--- src/rtl/seg7_digit_scanner_if.sv ---
// seg7_digit_scanner_if: display bus; controller drives value/blank/lz_suppress, scanner drives an/digit/digit_sel/frame_done
interface seg7_digit_scanner_if;
  logic [15:0] value;
  logic [3:0] blank;
  logic lz_suppress;
  logic [3:0] an;
  logic [3:0] digit;
  logic [1:0] digit_sel;
  logic frame_done;
  modport master (output value, blank, lz_suppress, input an, digit, digit_sel, frame_done);
  modport slave (input value, blank, lz_suppress, output an, digit, digit_sel, frame_done);
endinterface

--- src/rtl/seg7_digit_scanner.sv ---
// seg7_digit_scanner: 4-digit 7-seg scanner with frame shadow, blanking, leading-zero suppression and dead-time; ports clk, reset, bus(value/blank/lz_suppress in, an/digit/digit_sel/frame_done out)
module seg7_digit_scanner #(
  parameter int DIVIDE_BY = 17,
  parameter int DEAD_CYCLES = 4
) (
  input logic clk,
  input logic reset,
  seg7_digit_scanner_if.slave bus
);
  logic [DIVIDE_BY-1:0] cnt;
  logic [1:0] idx;
  logic [15:0] sv;
  logic [3:0] sb;
  logic sl;
  logic fd;
  logic last;
  logic frame;
  logic [3:0] z;
  logic [3:0] sup;
  logic dark;
  always_comb begin
    last = &cnt;
    frame = last && (idx == 2'd3);
    z = {sv[15:12] == 4'd0, sv[11:8] == 4'd0, sv[7:4] == 4'd0, sv[3:0] == 4'd0};
    sup = sl ? {z[3], &z[3:2], &z[3:1], 1'b0} : 4'b0000;
    dark = reset || (cnt < DIVIDE_BY'(DEAD_CYCLES)) || sb[idx] || sup[idx];
    bus.an = dark ? 4'b1111 : ~(4'b0001 << idx);
    bus.digit = sv[{idx, 2'b00} +: 4];
    bus.digit_sel = idx;
    bus.frame_done = fd;
  end
  always_ff @(posedge clk) begin
    if (reset) begin
      cnt <= '0;
      idx <= 2'd0;
      fd <= 1'b0;
      sv <= bus.value;
      sb <= bus.blank;
      sl <= bus.lz_suppress;
    end else begin
      cnt <= cnt + 1'b1;
      idx <= last ? idx + 2'd1 : idx;
      fd <= frame;
      if (frame) begin
        sv <= bus.value;
        sb <= bus.blank;
        sl <= bus.lz_suppress;
      end
    end
  end
endmodule

--- src/flat_wrapper.sv ---
// flat-port wrapper written by rule: the top's interface ports become plain ports
module seg7_digit_scanner_flat 
#(
  parameter int DIVIDE_BY = 17,
  parameter int DEAD_CYCLES = 4
)
  (clk, reset, bus_value, bus_blank, bus_lz_suppress, bus_an, bus_digit, bus_digit_sel, bus_frame_done);
  seg7_digit_scanner_if bus_i ();
  input logic clk;
  input logic reset;
  input wire logic [$bits(bus_i.value)-1:0] bus_value;
  input wire logic [$bits(bus_i.blank)-1:0] bus_blank;
  input wire logic [$bits(bus_i.lz_suppress)-1:0] bus_lz_suppress;
  output wire logic [$bits(bus_i.an)-1:0] bus_an;
  output wire logic [$bits(bus_i.digit)-1:0] bus_digit;
  output wire logic [$bits(bus_i.digit_sel)-1:0] bus_digit_sel;
  output wire logic [$bits(bus_i.frame_done)-1:0] bus_frame_done;
  assign bus_i.value = bus_value;
  assign bus_i.blank = bus_blank;
  assign bus_i.lz_suppress = bus_lz_suppress;
  assign bus_an = bus_i.an;
  assign bus_digit = bus_i.digit;
  assign bus_digit_sel = bus_i.digit_sel;
  assign bus_frame_done = bus_i.frame_done;
  seg7_digit_scanner #(.DIVIDE_BY(DIVIDE_BY), .DEAD_CYCLES(DEAD_CYCLES)) u_core (.clk(clk), .reset(reset), .bus(bus_i));
endmodule
--- config.mk ---
export PLATFORM = sky130hd
export DESIGN_NAME = seg7_digit_scanner_flat
export DESIGN_NICKNAME = d
export VERILOG_FILES = /design/src/rtl/seg7_digit_scanner_if.sv /design/src/rtl/seg7_digit_scanner.sv /design/src/flat_wrapper.sv
export SDC_FILE = /design/constraint.sdc
export NUM_CORES = 1
export LEC_CHECK = 0
export BUFFER_PORTS_ARGS = -buffer_cell sky130_fd_sc_hd__buf_2
export CELL_PAD_IN_SITES_DETAIL_PLACEMENT = 0
export CELL_PAD_IN_SITES_GLOBAL_PLACEMENT = 1
export CORE_MARGIN = 2
export CORE_UTILIZATION = 43
export DETAILED_ROUTE_END_ITERATION = 10
export GPL_TIMING_DRIVEN = 0
export PLACE_DENSITY_LB_ADDON = 0.1
export SLEW_MARGIN = 30
export SYNTH_ARGS = -nofsm -noshare
export SYNTH_HDL_FRONTEND = slang
export SYNTH_SLANG_ARGS = --single-unit
--- constraint.sdc ---
create_clock -name clk -period 3.32 [get_ports clk]
set_input_delay 0.498 -clock clk [delete_from_list [all_inputs] [get_ports clk]]
set_output_delay 0.498 -clock clk [all_outputs]
set_load 0.05 [all_outputs]
==> results of run 1 <==
[power groups by stage]
| stage | Sequential (mW) | Combinational [mW] | Clock, mW |
|---|---|---|---|
| after floorplan | 0.569 | 0.0290 | 0 |
| after global placement | 0.572 | 0.0485 | 0 |
| after detailed placement | 0.572 | 0.0496 | 0 |
| after CTS | 0.560 | 0.0499 | 0.364 |
| after global routing | 0.562 | 0.0545 | 0.384 |
| final | 0.560 | 0.0491 | 0.353 |
[metrics by stage]
stage	std cells	setup WS (ns)
floorplan	143	0.699
global placement	226	0.660
detailed placement	226	0.608
CTS	234	0.600
global route	234	0.535
finish	234	0.798
[synth_stat cells]
cell / count / area (sq um)
nand3_1: 5 / 25.0
buf_2: 2 / 10.0
a41oi_1: 1 / 8.76
nand4_4: 1 / 21.3
and2_1: 1 / 6.26
inv_1: 4 / 15.0
edfxtp_1: 21 / 631
clkbuf_1: 2 / 7.51
xnor2_1: 10 / 87.6
mux4_2: 4 / 90.1
buf_6: 1 / 11.3
nor2b_1: 2 / 12.5
nor4_4: 3 / 63.8
nor4_1: 7 / 43.8
nand4_2: 1 / 12.5
nor4_2: 1 / 12.5
nor3_1: 4 / 20.0
nand2b_1: 1 / 6.26
a21o_1: 1 / 7.51
nor2_1: 15 / 56.3
a21oi_1: 3 / 15.0
o21ai_0: 5 / 25.0
mux2i_1: 2 / 20.0
nand2_1: 7 / 26.3
ha_1: 6 / 75.1
nor3_2: 1 / 10.0
nand4_1: 5 / 31.3
dfxtp_1: 20 / 400
or3_1: 3 / 18.8
mux2_2: 1 / 11.3
xor2_1: 2 / 17.5
nand3_2: 1 / 10.0
[metal layers]
metal	wire [um]	vias to the layer above	track usage, %
li1	-	609	-
met1	1470	570	18.1
met2	1690	23	28.5
met3	167	5	4.22
met4	46	0	6.62
met5	0	-	0
[how the worst max path moves through the flow]
stage / to / slack, ns / cells after the start
after global placement: u_core.sv[2]$_DFFE_PP_ / 0.66 / 7
after detailed placement: u_core.sv[14]$_DFFE_PP_ / 0.61 / 7
after CTS: u_core.sb[3]$_DFFE_PP_ / 0.60 / 7
final: bus_an[1] / 0.80 / 5
after global routing: bus_an[1] / 0.54 / 5
after floorplan: bus_an[0] / 0.70 / 4
[logic make-up (layout without fill, tap and decap cells)]
family | count (synthesis) | after routing
buf+inv | 9 | 50
xor+xnor | 12 | 12
fa+ha+maj | 6 | 6
simple gates | 58 | 58
flops | 41 | 41
compound gates | 10 | 10
mux | 7 | 7
[registers in the layout, summed over array words and instances, names as in the netlist]
register,cells
u_core.bus.digit_sel,2
u_core.bus.frame_done,1
u_core.cnt,17
u_core.sb,4
u_core.sl,1
u_core.sv,16
[area by class of cell]
class / instances / share of cell area, %
tap: 50 / 2.92
inverter: 4 / 0.701
timing repair buffer: 33 / 7.71
clock buffer: 7 / 4.50
multi-input combinational: 93 / 34.4
clock inverter: 1 / 0.234
buffer: 5 / 1.34
sequential: 41 / 48.2
[critical path, stage by stage, from the launching register on]
cell and delay, ns:
dfxtp_1 0.38, buf_2 0.28, mux2_2 0.36, o21ai_0 0.33, nand4_1 0.15, buf_2 0.24
==> flow_summary.yaml, run 1 <==
run_status:
  outcome: "finished clean"
critical_path:
  setup.worst_path.class: "reg -> out"
  reg2reg_to: "u_core.sv[8]$_DFFE_PP_"
  crit_start: "u_core.bus.digit_sel[1]$_SDFFE_PP0P_"
  startpoint_type: "register"
  worst-r2r-setup-slack_ns: 0.94
  ff2ff_path_depth: 7
  r2r-start: "u_core.cnt[0]$_SDFF_PP0_"
  cp.arrival_ns: 2.02
  required_ns: 2.82
  worst-path-max-fanout: 9
  endpoint_kind: "primary output"
power:
  pwr-share-clk_pct: 36.7
  switching_share_pct: 21.2
  total_power_mw: 0.963
  p_leak_nw: 0.804
  internal_power_mw: 0.759
  ir_drop_v: 0.000190
  power_density_nw_per_um2: 450
  switchingPower_mw: 0.204
  seq_power_share_pct: 58.2
  p_comb_share_pct: 5.1
placed_design:
  gp_congestion: 0.732
  io_buffer_count: 33
  placed_area_sq_um: 2040
  hpwlAfterDp_um: 2470
worst_hold_path:
  holdCritStartpoint: "bus_value[11]"
  hold_depth: 1
  min_path_type: "in -> reg"
  min_to: "u_core.sv[11]$_DFFE_PP_"
clock_tree:
  cts_buffer_depth: 2
  cts_tree: "yes"
  path_clk_slew_ns: 0.08
  cts_hold_buf: 0
  clk_latency_ns: 0.29
  cts_sinks: 41
  post-cts-setup-buffers: 0
  clockRootBuffer: "clkbuf_8"
  cts-buffers-inserted: 5
  ctsResizeCount: 0
  cts-htree-levels: 2
timing:
  rsz0062_at_grt: "no"
  totalNegativeSetupSlack_ns: 0
  holdWs_ns: 0.380
  finalMaxSlewViolations: 0
  min_period_over_period_pct: 76.0
  finalClockSkew_ns: 0.00565
  fin_crit_ns: 2.52
  max_freq_mhz: 397
  slew_headroom_pct: 66.1
  hold_viol_final: 0
  finalSetupViolCount: 0
  tightest_slew_ns: 0.508
logic_synthesis:
  syn_area_sq_um: 1810
  synth_nets: 172
  synth_warnings: 0
  synthXorXnorAreaFrac_pct: 5.81
  synth-seq-area-share_pct: 57.0
  synth_top_family_by_area: "simple AND/OR/NAND/NOR gates"
  synth_fa_ha_area_share_pct: 4.15
  synth_seq_cells: 41
  syn_inst: 143
  post_synth.cell_area_avg_sq_um: 12.7
  yosys.area_share.simple_pct: 20.8
  synth_mux_area_share_pct: 6.71
  synth-compound-area-share_pct: 3.11
  synth_cell_types: 32
floorplan:
  io_pins: 34
  die_w_um: 68.9
  die_y_um: 68.9
  rows: 23
  die_area_sq_um: 4740
  core_sq_um: 4030
  initial_utilization_pct: 44.9
final_layout:
  regArea_sq_um: 1030
  num-fill-cells: 357
  drive_gt1_share_pct: 31.5
  mostFrequentLayoutCell: "buf_2"
  final_area_sq_um: 2140
  antenna_cells: 0
  utilization_pct: 53.1
  multi_input_area_sq_um: 737
  final_cell_mix: "buf_2 (35), edfxtp_1 (21), dfxtp_1 (20), nor2_1 (15), xnor2_1 (10)"
  area_delta_synth_final_pct: 18.3
  nNetsFinal: 212
route:
  drtAntennaViolNets: 0
  post_drt_wl_per_cell_um: 14.4
  drt_first_pass_iters: 4
  drtIter0Drc: 85
  drc: 0
  via_per_inst: 5.16
  num_vias: 1207
  routed_wl_um: 3370
run:
  cap_violations: 0
global_routing:
  grt_pass1_wl_um: 5500
  grt_max_degree: 22
  overflow: 0
  antenna_found_initial: 0
  grt_usage_pct: 16.0
  first_global_vias: 1205
No activity file was read; power rests on OpenSTA's default activity.
==> run 2, diff against run 1 <==
==> constraint.sdc (replaced) <==
create_clock -name clk -period 2.4 [get_ports clk]
set_input_delay 0.36 -clock clk [delete_from_list [all_inputs] [get_ports clk]]
set_output_delay 0.36 -clock clk [all_outputs]
set_load 0.05 [all_outputs]
==> flow_summary.yaml, run 2 (same netlist as run 1, synthesis figures left out) <==
run_status:
  outcome: "finished clean"
placed_design:
  gp_congestion: 0.733
  placed_area_sq_um: 2040
  hpwlAfterDp_um: 2550
  io_buffer_count: 33
  dpl.cell_count: 226
final_layout:
  final_area_sq_um: 2140
  num-fill-cells: 388
  drive_gt1_share_pct: 32.4
  antenna_cells: 0
  mostFrequentLayoutCell: "buf_2"
  area_delta_synth_final_pct: 18.5
  largestRegisters: "u_core.cnt: 17 flops, u_core.sv: 16 flops, u_core.sb: 4 flops"
  regArea_sq_um: 1030
  final_cells: 235
  largest_register: "u_core.cnt"
  multi_input_area_sq_um: 753
  final_cell_mix: "buf_2 (35), edfxtp_1 (21), dfxtp_1 (19), nor2_1 (15), xnor2_1 (10)"
  largest_reg_flops: 17
  nNetsFinal: 213
clock_tree:
  path_clk_slew_ns: 0.08
  cts_buffer_depth: 2
  cts_tree: "yes"
  cts-htree-levels: 2
  cts_sinks: 41
  cts_hold_buf: 0
  clockRootBuffer: "clkbuf_8"
  post-cts-setup-buffers: 0
  clk_latency_ns: 0.29
  cts-buffers-inserted: 5
timing:
  min_period_over_period_pct: 94.0
  hold_viol_final: 0
  tightest_slew_ns: 0.493
  fin_crit_ns: 2.26
  finalMaxSlewViolations: 0
  totalNegativeSetupSlack_ns: 0
  max_freq_mhz: 443
  finalClockSkew_ns: 0.00656
  finalSetupViolCount: 0
  slew_headroom_pct: 66.7
  rsz0062_at_grt: "no"
critical_path:
  setup.worst_path.class: "reg -> out"
  slowest_stage: "mux2_2"
  startpoint_type: "register"
  ff2ff_path_depth: 7
  crit_top_cell: "buf_2"
  crit_chain: "buf_2 > mux2_2 > o21ai_1 > nand4_1 > buf_2"
  endpoint_kind: "primary output"
  cp.arrival_ns: 1.90
  required_ns: 2.04
  worst-path-max-fanout: 9
  slowest_delay_ns: 0.37
worst_hold_path:
  hold_depth: 1
  min_path_type: "in -> reg"
route:
  drtAntennaViolNets: 0
  drtIter0Drc: 28
  via_per_inst: 5.17
  drt_first_pass_iters: 4
  routed_wl_um: 3470
  num_vias: 1215
  post_drt_wl_per_cell_um: 14.8
  drc: 0
floorplan:
  initial_utilization_pct: 44.9
  io_pins: 34
  rows: 23
  die_w_um: 68.9
  die_y_um: 68.9
  die_area_sq_um: 4740
  core_sq_um: 4030
global_routing:
  first_global_vias: 1215
  antenna_found_initial: 0
  grt_max_degree: 22
  grt_pass1_wl_um: 5710
  overflow: 0
  grt_usage_pct: 16.7
power:
  p_leak_nw: 0.807
  ir_drop_v: 0.000338
  power_density_nw_per_um2: 599
run:
  cap_violations: 0
run 2: final cells by class:
class	instances	area share (%)
flip-flops and latches	41	48.2
multi-input cells	94	35.1
clock buffers	5	3.21
clock inverters	3	0.817
plain buffers	5	1.34
well taps	50	2.92
repair buffers	33	7.71
inverters	4	0.701
run 2: where the power goes:
part           internal [mW]  switching, mW  leakage (nW)
Clock                  0.201          0.237        0.0455
Sequential             0.762         0.0127         0.368
Combinational         0.0290         0.0415         0.394
run 2: worst max-delay path, delay by kind of cell, from the launching register on:
kind	cells	cell delay [ns]
AND/OR/NAND/NOR	1	0.14
buffers and inverters	2	0.51
multiplexers	1	0.37
AO/OA/AOI/OAI	1	0.24
flip-flops	1	0.36
run 2: final timing paths:
path | startpoint | to | slack [ns]
worst min register to register | u_core.cnt[0]$_SDFF_PP0_ | u_core.cnt[0]$_SDFF_PP0_ | 0.47
worst min-delay path | bus_value[3] | u_core.sv[3]$_DFFE_PP_ | 0.24
worst max register to register | u_core.cnt[0]$_SDFF_PP0_ | u_core.sb[0]$_DFFE_PP_ | 0.22
worst max-delay path | u_core.bus.digit_sel[1]$_SDFFE_PP0P_ | bus_an[3] | 0.14
run 2: stage by stage:
stage	worst slack (ns)	hold slack [ns]	util [%]	power (mW)
floorplan	0.103	0.429	-	0.827
global placement	-0.263	0.444	50.6	0.858
detailed placement	-0.342	0.446	50.6	0.861
CTS	0.0254	0.229	52.9	1.30
global route	0.0253	0.223	53.2	1.34
finish	0.143	0.242	53.2	1.28
run 2: metal layers:
metal	track usage [%]	share of wire (%)	vias up
met5	0	0	-
met4	6.62	0.66	0
met3	5.03	6.1	2
met2	28.6	50	26
met1	19.5	43	579
li1	-	-	608
run 2: timing repair:
item	in CTS	in global routing
resized for setup	2	2
pin swaps	0	0
cloned	0	1
endpoints found under the setup margin	21	25
==> run 3, diff against run 2 <==
--- a/config.mk
+++ b/config.mk
@@ -6,10 +6,12 @@
 export NUM_CORES = 1
 export LEC_CHECK = 0
 export BUFFER_PORTS_ARGS = -buffer_cell sky130_fd_sc_hd__buf_2
+export CAP_MARGIN = 25
 export CELL_PAD_IN_SITES_DETAIL_PLACEMENT = 0
 export CELL_PAD_IN_SITES_GLOBAL_PLACEMENT = 1
 export CORE_MARGIN = 2
-export CORE_UTILIZATION = 43
+export CORE_UTILIZATION = 45
+export CTS_BUF_LIST = sky130_fd_sc_hd__clkbuf_2 sky130_fd_sc_hd__clkbuf_4 sky130_fd_sc_hd__clkbuf_8
 export DETAILED_ROUTE_END_ITERATION = 10
 export GPL_TIMING_DRIVEN = 0
 export PLACE_DENSITY_LB_ADDON = 0.1
==> constraint.sdc (replaced) <==
create_clock -name clk -period 2.4 [get_ports clk]
set_input_delay 0.24 -clock clk [delete_from_list [all_inputs] [get_ports clk]]
set_output_delay 0.24 -clock clk [all_outputs]
set_load 0.05 [all_outputs]
==> flow_summary.yaml, run 3 (same netlist as run 1, synthesis figures left out) <==
global_routing:
  grt_max_degree: 22
  grt_pass1_wl_um: 5620
  first_global_vias: 1193
  grt_usage_pct: 16.9
  overflow: 0
  antenna_found_initial: 0
final_layout:
  mostFrequentLayoutCell: "buf_2"
  drive_gt1_share_pct: 32.4
  num-fill-cells: 330
  largest_reg_flops: 17
  nNetsFinal: 213
  antenna_cells: 0
  final_cell_mix: "buf_2 (35), edfxtp_1 (21), dfxtp_1 (20), nor2_1 (15), xnor2_1 (10)"
  area_delta_synth_final_pct: 21.5
  final_cells: 235
  largest_register: "u_core.cnt"
  largestRegisters: "u_core.cnt: 17 flops, u_core.sv: 16 flops, u_core.sb: 4 flops"
critical_path:
  cp.arrival_ns: 2.21
  worst-path-max-fanout: 11
  required_ns: 2.39
  startpoint_type: "register"
  endpoint_kind: "register"
  worst-r2r-setup-slack_ns: 0.18
  setup.worst_path.class: "reg -> reg"
  ff2ff_path_depth: 7
  r2r-start: "u_core.cnt[0]$_SDFF_PP0_"
  reg2reg_to: "u_core.sv[4]$_DFFE_PP_"
clock_tree:
  path_clk_slew_ns: 0.08
  cts_hold_buf: 0
  cts-buffers-inserted: 5
  cts_sinks: 41
  clockRootBuffer: "clkbuf_8"
  post-cts-setup-buffers: 0
  cts-htree-levels: 2
  clk_latency_ns: 0.29
  cts_buffer_depth: 2
  cts_tree: "yes"
power:
  ir_drop_v: 0.000463
  seq_power_share_pct: 51.3
  switching_share_pct: 19.9
  p_comb_share_pct: 4.7
  switchingPower_mw: 0.301
  internal_power_mw: 1.21
  p_leak_nw: 0.836
  pwr-share-clk_pct: 44.0
  total_power_mw: 1.51
  power_density_nw_per_um2: 688
floorplan:
  die_w_um: 67.4
  io_pins: 34
  die_area_sq_um: 4540
  die_y_um: 67.4
  core_sq_um: 3940
  rows: 23
  initial_utilization_pct: 45.9
route:
  drtAntennaViolNets: 0
  drc: 0
  num_vias: 1219
  drtIter0Drc: 40
  via_per_inst: 5.19
  post_drt_wl_per_cell_um: 14.3
  drt_first_pass_iters: 4
  routed_wl_um: 3370
run_status:
  outcome: "finished clean"
timing:
  slew_headroom_pct: 63.7
  finalClockSkew_ns: 0.00503
  tightest_slew_ns: 0.544
  fin_crit_ns: 2.22
  finalMaxSlewViolations: 0
  finalSetupViolCount: 0
  hold_viol_final: 0
  max_freq_mhz: 451
  min_period_over_period_pct: 92.4
placed_design:
  gp_congestion: 0.754
  hpwlAfterDp_um: 2350
  io_buffer_count: 33
  dpl.cell_count: 226
worst_hold_path:
  min_to: "u_core.sb[0]$_DFFE_PP_"
  hold_depth: 1
  min_path_type: "in -> reg"
  holdCritStartpoint: "bus_blank[0]"
run:
  cap_violations: 0
-- run 3: changes by cell type in the layout (fill, tap and decap cells not counted), sizes merged --
cell / delta
bufinv: +2
inv: +1
clkinv: -3
-- run 3: metrics by stage --
stage / instance area (sq um) / hold WS (ns) / util [%] / setup slack (ns) / TNS [ns]
floorplan: 1810 / 0.312 / - / 0.0372 / 0
global placement: 2040 / 0.416 / 51.7 / -0.268 / -5.61
detailed placement: 2040 / 0.418 / 51.7 / -0.314 / -6.57
CTS: 2180 / 0.113 / 55.3 / 0.0924 / 0
global route: 2200 / 0.101 / 55.8 / -0.00196 / -0.0118
finish: 2200 / 0.121 / 55.8 / 0.182 / 0
-- run 3: worst max-delay path: stages (launching register included) --
cell and delay [ns]:
dfxtp_1 0.38, ha_1 0.24, nand2_2 0.17, nor4_1 0.31
and2_1 0.18, ha_1 0.24, nand2_1 0.19, nand2b_4 0.21
-- run 3: final cells by class --
class	instances	area [sq um]	share of cell area (%)
clock inverters	3	68.8	3.13
repair buffers	33	165	7.51
inverters	4	15.0	0.683
well taps	50	62.6	2.85
plain buffers	5	28.8	1.31
multi-input cells	94	758	34.5
clock buffers	5	68.8	3.13
flip-flops and latches	41	1030	46.9
-- run 3: worst max path at each step --
stage	start	end	slack, ns	cells after the start
2_1_floorplan	u_core.bus.digit_sel[1]$_SDFFE_PP0P_	bus_an[0]	0.04	4
5_1_grt	u_core.cnt[0]$_SDFF_PP0_	u_core.sv[6]$_DFFE_PP_	-0.002	7
3_3_place_gp	u_core.cnt[0]$_SDFF_PP0_	u_core.sv[0]$_DFFE_PP_	-0.27	7
6_report	u_core.cnt[0]$_SDFF_PP0_	u_core.sv[4]$_DFFE_PP_	0.18	7
4_1_cts	u_core.bus.digit_sel[1]$_SDFFE_PP0P_	bus_an[0]	0.09	5
3_5_place_dp	u_core.cnt[0]$_SDFF_PP0_	u_core.sv[4]$_DFFE_PP_	-0.31	7
-- run 3: what timing repair did --
item                                    4_1_cts  5_1_grt
gates cloned                                  0        1
resized for setup                             2        3
endpoints found under the setup margin       21       24
-- run 3: power groups by stage --
stage / Clock (mW) / Sequential, mW / Combinational (mW)
2_1_floorplan: 0 / 0.787 / 0.0401
3_3_place_gp: 0 / 0.791 / 0.0658
3_5_place_dp: 0 / 0.791 / 0.0680
4_1_cts: 0.680 / 0.775 / 0.0690
5_1_grt: 0.711 / 0.778 / 0.0785
6_report: 0.666 / 0.775 / 0.0709
-- run 3: routing by layer --
metal  share of wire [%]  wire length, um  global-route usage [%]  vias up
li1                    -                -                       -      613
met1                  50             1670                    22.1      575
met2                  45             1530                    27.5       29
met3                 4.1              139                    4.50        2
met4                0.71               24                    5.36        0
met5                   0                0                       0        -
